[src/rtl/fifo_pkg.sv]
// Shared async-FIFO helpers: Gray/binary conversion and common defaults.
package fifo_pkg;

  localparam int SYNC_STAGES_DEFAULT = 2;

  // Conversion helpers work on a wide word; callers zero-extend in and
  // size-cast out, which is exact because zero upper bits stay zero.
  localparam int GRAY_W = 32;

  function automatic logic [GRAY_W-1:0] bin2gray(input logic [GRAY_W-1:0] b);
    return b ^ (b >> 1);
  endfunction

  function automatic logic [GRAY_W-1:0] gray2bin(input logic [GRAY_W-1:0] g);
    logic [GRAY_W-1:0] b;
    b[GRAY_W-1] = g[GRAY_W-1];
    for (int i = GRAY_W - 2; i >= 0; i--) begin
      b[i] = b[i+1] ^ g[i];
    end
    return b;
  endfunction

endpackage

[src/rtl/sync_ff.sv]
// Multi-bit flop-chain synchroniser for a Gray-coded pointer crossing
// clock domains. The first stage samples the raw input with no logic ahead.
module sync_ff
  import fifo_pkg::*;
#(
  parameter int Width  = 1,
  parameter int Stages = SYNC_STAGES_DEFAULT
) (
  input  logic             clk,
  input  logic             rst,
  input  logic [Width-1:0] d,
  output logic [Width-1:0] q
);

  logic [Width-1:0] chain_q [Stages];

  // Shift the asynchronous input through the chain, clearing it on reset.
  always_ff @(posedge clk or posedge rst) begin
    if (rst) begin
      for (int i = 0; i < Stages; i++) begin
        chain_q[i] <= '0;
      end
    end else begin
      chain_q[0] <= d;
      for (int i = 1; i < Stages; i++) begin
        chain_q[i] <= chain_q[i-1];
      end
    end
  end

  assign q = chain_q[Stages-1];

endmodule

[src/rtl/wr_ptr_full.sv]
// Write-domain control of the async FIFO: write pointer, RAM write address,
// full / almost-full / level against the synchronised read pointer, and a
// sticky overflow flag.
module wr_ptr_full
  import fifo_pkg::*;
#(
  parameter int Depth         = 8,
  parameter int PtrWidth      = $clog2(Depth),
  parameter int SyncStages    = SYNC_STAGES_DEFAULT,
  parameter int AlmostFullThr = Depth - 2
) (
  input  logic                clk_wr,
  input  logic                rst,
  input  logic                i_wr_en,
  input  logic [PtrWidth:0]   i_rd_gray_ptr,
  input  logic                i_clr_overflow,
  output logic [PtrWidth-1:0] o_wr_ptr,
  output logic [PtrWidth:0]   o_wr_gray_ptr,
  output logic                o_wr_full,
  output logic                o_wr_almost_full,
  output logic [PtrWidth:0]   o_wr_level,
  output logic                o_wr_overflow
);

  typedef logic [PtrWidth:0] ptr_t;

  localparam ptr_t AF_THR = ptr_t'(AlmostFullThr);

  if ((Depth < 4) || ((Depth & (Depth - 1)) != 0)) begin : g_bad_depth
    $error("wr_ptr_full: Depth must be a power of two >= 4");
  end
  if (SyncStages < 2) begin : g_bad_sync
    $error("wr_ptr_full: SyncStages must be >= 2");
  end
  if ((AlmostFullThr < 1) || (AlmostFullThr > Depth)) begin : g_bad_thr
    $error("wr_ptr_full: AlmostFullThr must be in 1..Depth");
  end

  ptr_t wbin;
  ptr_t wbin_next;
  ptr_t wgray_next;
  ptr_t rq_sync;
  ptr_t rbin_sync;
  ptr_t level_next;
  logic wr_accept;
  logic full_next;

  // Read-domain Gray pointer enters through a dedicated synchroniser.
  sync_ff #(
    .Width  (PtrWidth + 1),
    .Stages (SyncStages)
  ) u_rd_sync (
    .clk (clk_wr),
    .rst (rst),
    .d   (i_rd_gray_ptr),
    .q   (rq_sync)
  );

  // Next-state pointer arithmetic; full compares the next Gray write pointer
  // with the read pointer whose two MSBs are inverted (one lap ahead).
  always_comb begin
    wr_accept  = i_wr_en && !o_wr_full;
    wbin_next  = wbin + ptr_t'(wr_accept);
    wgray_next = ptr_t'(bin2gray(GRAY_W'(wbin_next)));
    rbin_sync  = ptr_t'(gray2bin(GRAY_W'(rq_sync)));
    full_next  = (wgray_next == {~rq_sync[PtrWidth:PtrWidth-1], rq_sync[PtrWidth-2:0]});
    level_next = wbin_next - rbin_sync;
  end

  // Pointer and status registers; the synchronised read pointer lags the
  // true one, so level and full can only over-report occupancy.
  always_ff @(posedge clk_wr or posedge rst) begin
    if (rst) begin
      wbin             <= '0;
      o_wr_gray_ptr    <= '0;
      o_wr_full        <= 1'b0;
      o_wr_almost_full <= 1'b0;
      o_wr_level       <= '0;
    end else begin
      wbin             <= wbin_next;
      o_wr_gray_ptr    <= wgray_next;
      o_wr_full        <= full_next;
      o_wr_almost_full <= (level_next >= AF_THR);
      o_wr_level       <= level_next;
    end
  end

  // Sticky overflow: a write attempted while full sets it and beats a clear.
  always_ff @(posedge clk_wr or posedge rst) begin
    if (rst) begin
      o_wr_overflow <= 1'b0;
    end else if (i_wr_en && o_wr_full) begin
      o_wr_overflow <= 1'b1;
    end else if (i_clr_overflow) begin
      o_wr_overflow <= 1'b0;
    end
  end

  // RAM write address is the registered binary pointer, so a write uses the
  // address held before its own increment.
  assign o_wr_ptr = wbin[PtrWidth-1:0];

endmodule

[config.mk]
export PLATFORM = sky130hd
export DESIGN_NAME = wr_ptr_full
export DESIGN_NICKNAME = d
export VERILOG_FILES = /design/src/rtl/fifo_pkg.sv /design/src/rtl/sync_ff.sv /design/src/rtl/wr_ptr_full.sv
export SDC_FILE = /design/constraint.sdc
export NUM_CORES = 1
export LEC_CHECK = 0
export ABC_AREA = 1
export CORE_UTILIZATION = 45
export CTS_BUF_LIST = sky130_fd_sc_hd__clkbuf_4
export DETAILED_ROUTE_END_ITERATION = 10
export PLACE_DENSITY = 0.73
export RECOVER_POWER = 50
export SLEW_MARGIN = 20
export SYNTH_ARGS = -nofsm -noshare
export SYNTH_HDL_FRONTEND = slang
export SYNTH_SLANG_ARGS = --single-unit
[constraint.sdc]
create_clock -name clk_wr -period 2.1 [get_ports clk_wr]
set_input_delay 0.525 -clock clk_wr [delete_from_list [all_inputs] [get_ports clk_wr]]
set_output_delay 0.525 -clock clk_wr [all_outputs]
set_load 0.1 [all_outputs]
# --- After elaboration in Yosys (flattened, before gate mapping) ---
# Cells that the tools add are included.
classes:
  addsub: 2
  magnitude_cmp: 1
  n_eq_ne: 1
  mux: 2
  n_bitwise: 5
  n_reduce_logical: 4
op_table:
  columns: ["cell", "n"]
  rows:
  - ["$add A4 B1 Y4", 1]
  - ["$eq A4 B4 Y1", 1]
  - ["$ge A4 B3 Y1 const B", 1]
  - ["$sub A4 B4 Y4", 1]
  - ["$xor A4 B3 Y4", 1]
  - ["$xor A1 B1 Y1", 3]
  - ["$logic_and A1 B1 Y1", 2]
  - ["$mux W1", 2]
  - ["$not A2 Y2", 1]
  - ["$reduce_bool A2 Y1", 1]
  - ["$logic_not A1 Y1", 1]
totals:
  register_bits: 23
  out_inout_bits: 14
  elab_cells: 23

# --- Longest topological paths before layout ---
depth:
  depth_word: 5
  mapped_depth: 12

# --- Modules after synthesis ---
# Synthesis repeated with hierarchy kept, for this count alone.
hier_totals:
  cells_unflattened: 105
  area_unflattened_um2: 1009.7
by_module_without_submodules:
  columns: ["module", "n_inst", "cells_each", "area_per_inst_um2", "seq_area_each_um2"]
  rows:
  - ["wr_ptr_full", 1, 92, 775.7, 350.3]
  - ["sync_ff", 1, 13, 234.0, 200.2]

# --- Worst setup path after synthesis ---
# Ideal clock, no wire load.
synth_path:
  path_kind: "register -> register"
  start: "register o_wr_full"
  end: "register o_wr_almost_full"
  setup_time_ns: 0.125
  t_arrival_ns: 2.415
  required_ns: 1.975
  slack_ns: -0.440
  stages_incl_launch_ff: 9
  path_buffers: 0
  synth_period_minus_slack_ns: 2.540
  cell_sequence: "dfrtp_1 -> nor2_1 -> ha_1 -> ha_1 -> inv_1 -> fa_1 -> xnor2_1 -> nand2_1 -> nand3_1"
synth_between:
  elab_chain_len: 5
synth_rtl:
  columns: ["element", "line_no", "source"]
  rows:
  - ["start, declared", "wr_ptr_full.sv:19", "output logic o_wr_full,"]
  - ["start signal, assigned", "wr_ptr_full.sv:82", "o_wr_full <= full_next;"]
  - ["$logic_not A1 Y1", "wr_ptr_full.sv:62", "wr_accept = i_wr_en && !o_wr_full;"]
  - ["$logic_and A1 B1 Y1", "wr_ptr_full.sv:62", null]
  - ["$add A4 B1 Y4", "wr_ptr_full.sv:63", "wbin_next = wbin + ptr_t'(wr_accept);"]
  - ["named net wbin_next[1]", "wr_ptr_full.sv:40", "ptr_t wbin_next;"]
  - ["$sub A4 B4 Y4", "wr_ptr_full.sv:67", "level_next = wbin_next - rbin_sync;"]
  - ["named net level_next[2]", "wr_ptr_full.sv:44", "ptr_t level_next;"]
  - ["$ge A4 B3 Y1", "wr_ptr_full.sv:83", "o_wr_almost_full <= (level_next >= AF_THR);"]
  - ["end signal, assigned", "wr_ptr_full.sv:83", null]
  - ["end, declared", "wr_ptr_full.sv:20", "output logic o_wr_almost_full,"]
# The timed path passes the listed nets, and every way through them passes these cells.
# A chain may end at the register's enable or synchronous reset.

# --- Worst setup path in the final report ---
layout_path:
  start: "register u_rd_sync.chain_q, in the netlist u_rd_sync.q[3]"
  end: "register o_wr_almost_full"
layout_between:
  elab_chain_len: 5
layout_rtl:
  columns: ["element", "line_no", "source"]
  rows:
  - ["start, declared", "sync_ff.sv:15", "logic [Width-1:0] chain_q [Stages];"]
  - ["start signal, assigned by index", "sync_ff.sv:26", "chain_q[i] <= chain_q[i-1];"]
  - ["$xor A1 B1 Y1 (*) (2 in a row)", "fifo_pkg.sv:18", "b[i] = b[i+1] ^ g[i];"]
  - ["$xor A1 B1 Y1", "fifo_pkg.sv:18", null]
  - ["$sub A4 B4 Y4 (*)", "wr_ptr_full.sv:67", null]
  - ["named net level_next[1]", "wr_ptr_full.sv:44", null]
  - ["$ge A4 B3 Y1 (*)", "wr_ptr_full.sv:83", null]
# The timed path passes the listed nets; every way through them passes the cells marked *.

==> results_dict.tcl <==
set metrics [dict create \
    status "completed" \
    critPathMaxStageDelay_ns 0.53 \
    clk_latency_ns 0.31 \
    hold_path_class "flip-flop to flip-flop" \
    die-area_mm2 0.00230 \
    grt_max_degree 23 \
    crit_path_end_kind "flip-flop" \
    ios 22 \
    r2r_start "u_rd_sync.q[3]$_DFF_PP0_" \
    dpl.cell_count 151 \
    cts_hold_buf 0 \
    clockBufferDepth 2 \
    synthArstFlopShare_pct 100 \
    start_util_pct 47.9 \
    fin_crit_sh_pct 96.3 \
    netlist_area_um2 950 \
    crit_start "u_rd_sync.q[3]$_DFF_PP0_" \
    synth-seq-area-share_pct 58.0 \
    hold_start "u_rd_sync.chain_q[4]$_DFF_PP0_" \
    cts_sinks 22 \
    grtUsageTotal_pct 17.2 \
    hold_viol 0 \
    die_h_um 47.9 \
    slowest_stage "fa_2" \
    setup_viol 0 \
    numCtsBuffers 3 \
    placed_area_mm2 0.00126 \
    synth_commonest_cells "nand2_1, dfrtp_1, inv_1" \
    yosysMostFrequentCell "nand2_1" \
    drv_cap 0 \
    drc 0 \
    final.setup.tns_ns 0 \
    final_area_mm2 0.00135 \
    fin_cells 159 \
    synthCells 94 \
    min_period_ns 2.02 \
    num_rows 16 \
    fin_nets 147 \
    wl_met3_um 70 \
    synth_cell_type_count 16 \
    viasPerCell 4.71 \
    path_class "flip-flop to flip-flop" \
    grt_pass1_wl_mm 2.58 \
    worstPathCellList "xnor2_2 -> xor2_2 -> xor2_1 -> ha_2 -> fa_2 -> inv_2 -> nand2_1 -> nand3_1" \
    drt_wl_total_mm 1.68 \
    start_kind "flip-flop" \
    wl_met1_um 705 \
    routabilityCongestion 0.801 \
    wl_per_cell_um 10.5 \
    required_ns 2.31 \
    drt.antenna.violating_nets 0 \
    wl_met2_um 854 \
    drt_iter0_markers 9 \
    synthesis.nets 108 \
    root_buffer "clkbuf_4" \
    yosys.area.top_type "dfrtp_1" \
    syn2layout_area_growth_pct 41.6 \
    antenna_found_initial 0 \
    place_hpwl_mm 1.22 \
    fin_hold_ws_ns 0.365 \
    synth-seq-cells 22 \
    cts_tree "done" \
    first_pass_iters 4 \
    io_buffers 21 \
    fin_worst_skew_ns 0.00573 \
    arrival_ns 2.23 \
    cp_max_fo 3 \
    synth_top_area_share_pct 58.0 \
    coreArea_mm2 0.00198 \
    vias 749 \
    dr.max_layer_used "met4" \
    ys.flop_type "dfrtp_1" \
    slew_viol_final 0 \
    grt_pass1_vias 649 \
    tightest_slew_ns 1.11 \
    slew_headroom_pct 25.9 \
    drive_gt1_share_pct 33.3 \
    clkSlewWorstSetupHoldPaths_ns 0.12 \
    synth_area_per_cell_um2 10.1 \
    yosys_warnings 0 \
    gr-total-overflow 0 \
    n_antenna_cell 0 \
    dieWidth_um 47.9 \
    ys_top_cells_by_area "dfrtp_1, nand2_1, nand3_1, inv_1, ha_1" \
    fmax_mhz 494 \
    h-tree-depth 1 \
    synth_edf_count 0 \
]
## stage by stage
| step | util (%) | setup slack [ns] |
|---|---|---|
| finish | 67.9 | 0.0773 |
| global route | 67.9 | -0.0319 |
| CTS | 66.9 | 0.0519 |
| detailed placement | 63.7 | -0.472 |
| global placement | 63.7 | -0.427 |
| floorplan | - | 0.00244 |
## cell type report
| cell class | instances | area [um^2] |
|---|---|---|
| fillers | 144 | 637 |
| flip-flops and latches | 22 | 559 |
| multi-input cells | 55 | 382 |
| repair buffers | 34 | 280 |
| inverters | 17 | 63.8 |
| well taps | 27 | 33.8 |
| clock buffers | 3 | 22.5 |
| clock inverters | 1 | 3.75 |
## placed cells by master (no fill, tap or decap), types with 2 or more instances in the layout
| cell | netlist | final |
|---|---|---|
| buf_4 | 0 | 25 |
| clkbuf_4 | 0 | 3 |
| clkdlybuf4s50_1 | 0 | 2 |
| dfrtp_1 | 22 | 19 |
| dfrtp_4 | 0 | 2 |
| dlygate4sd3_1 | 0 | 4 |
| ha_2 | 0 | 2 |
| ha_4 | 0 | 2 |
| inv_1 | 17 | 16 |
| nand2_1 | 23 | 22 |
| nand2_2 | 1 | 2 |
| nand3_1 | 14 | 14 |
| nor2_1 | 2 | 2 |
| xnor2_2 | 1 | 2 |
| xor2_1 | 2 | 2 |
## state kept, by name, indices dropped and copies added, names as in the netlist
register           cells
o_wr_overflow          1
u_rd_sync.chain_q      4
u_rd_sync.q            4
o_wr_gray_ptr          4
o_wr_level             4
o_wr_almost_full       1
wbin                   3
o_wr_full              1
## path summary, 6_finish.rpt
path,end,cells past startpoint,slack [ns]
min in group asynchronous,u_rd_sync.chain_q[6]$_DFF_PP0_,3,0.84
worst min register to register,u_rd_sync.q[0]$_DFF_PP0_,0,0.37
worst min-delay path,u_rd_sync.q[0]$_DFF_PP0_,0,0.37
worst max register to register,o_wr_almost_full$_DFF_PP0_,8,0.08
worst max-delay path,o_wr_almost_full$_DFF_PP0_,8,0.08
max in group asynchronous,o_wr_full$_DFF_PP0_,3,0.46
## cells by family (layout without fill, tap and decap cells)
kind of cell | after synthesis | in the layout | synth area share, %
AND/OR/NAND/NOR | 41 | 41 | 18.6
flip-flops | 22 | 22 | 58.0
buffers and inverters | 17 | 55 | 6.72
adder cells (fa/ha/maj) | 6 | 6 | 8.70
XOR/XNOR | 5 | 5 | 6.19
AO/OA/AOI/OAI | 3 | 3 | 1.84
## layer usage
| metal | global-route usage [%] | vias to the layer above |
|---|---|---|
| li1 | - | 366 |
| met1 | 18.1 | 356 |
| met2 | 30.0 | 22 |
| met3 | 4.53 | 5 |
| met4 | 11.7 | 0 |
| met5 | 0 | - |
## timing repair
item / CTS / global route
resized for setup: 7 / 1
setup endpoints to repair: 3 / 1
cloned: 0 / 0
setup buffers: 1 / 3
pin swaps: 5 / 4
## worst max-delay path, delay by kind of cell (launching register included)
kind                     cells  cell delay (ns)
adder cells (fa/ha/maj)      2             0.73
XOR/XNOR                     3             0.59
flip-flops                   1             0.43
AND/OR/NAND/NOR              2             0.13
buffers and inverters        1             0.04
Power is not shown: default switching activity piles up to over one toggle a cycle in this logic, so the estimate is an artifact.
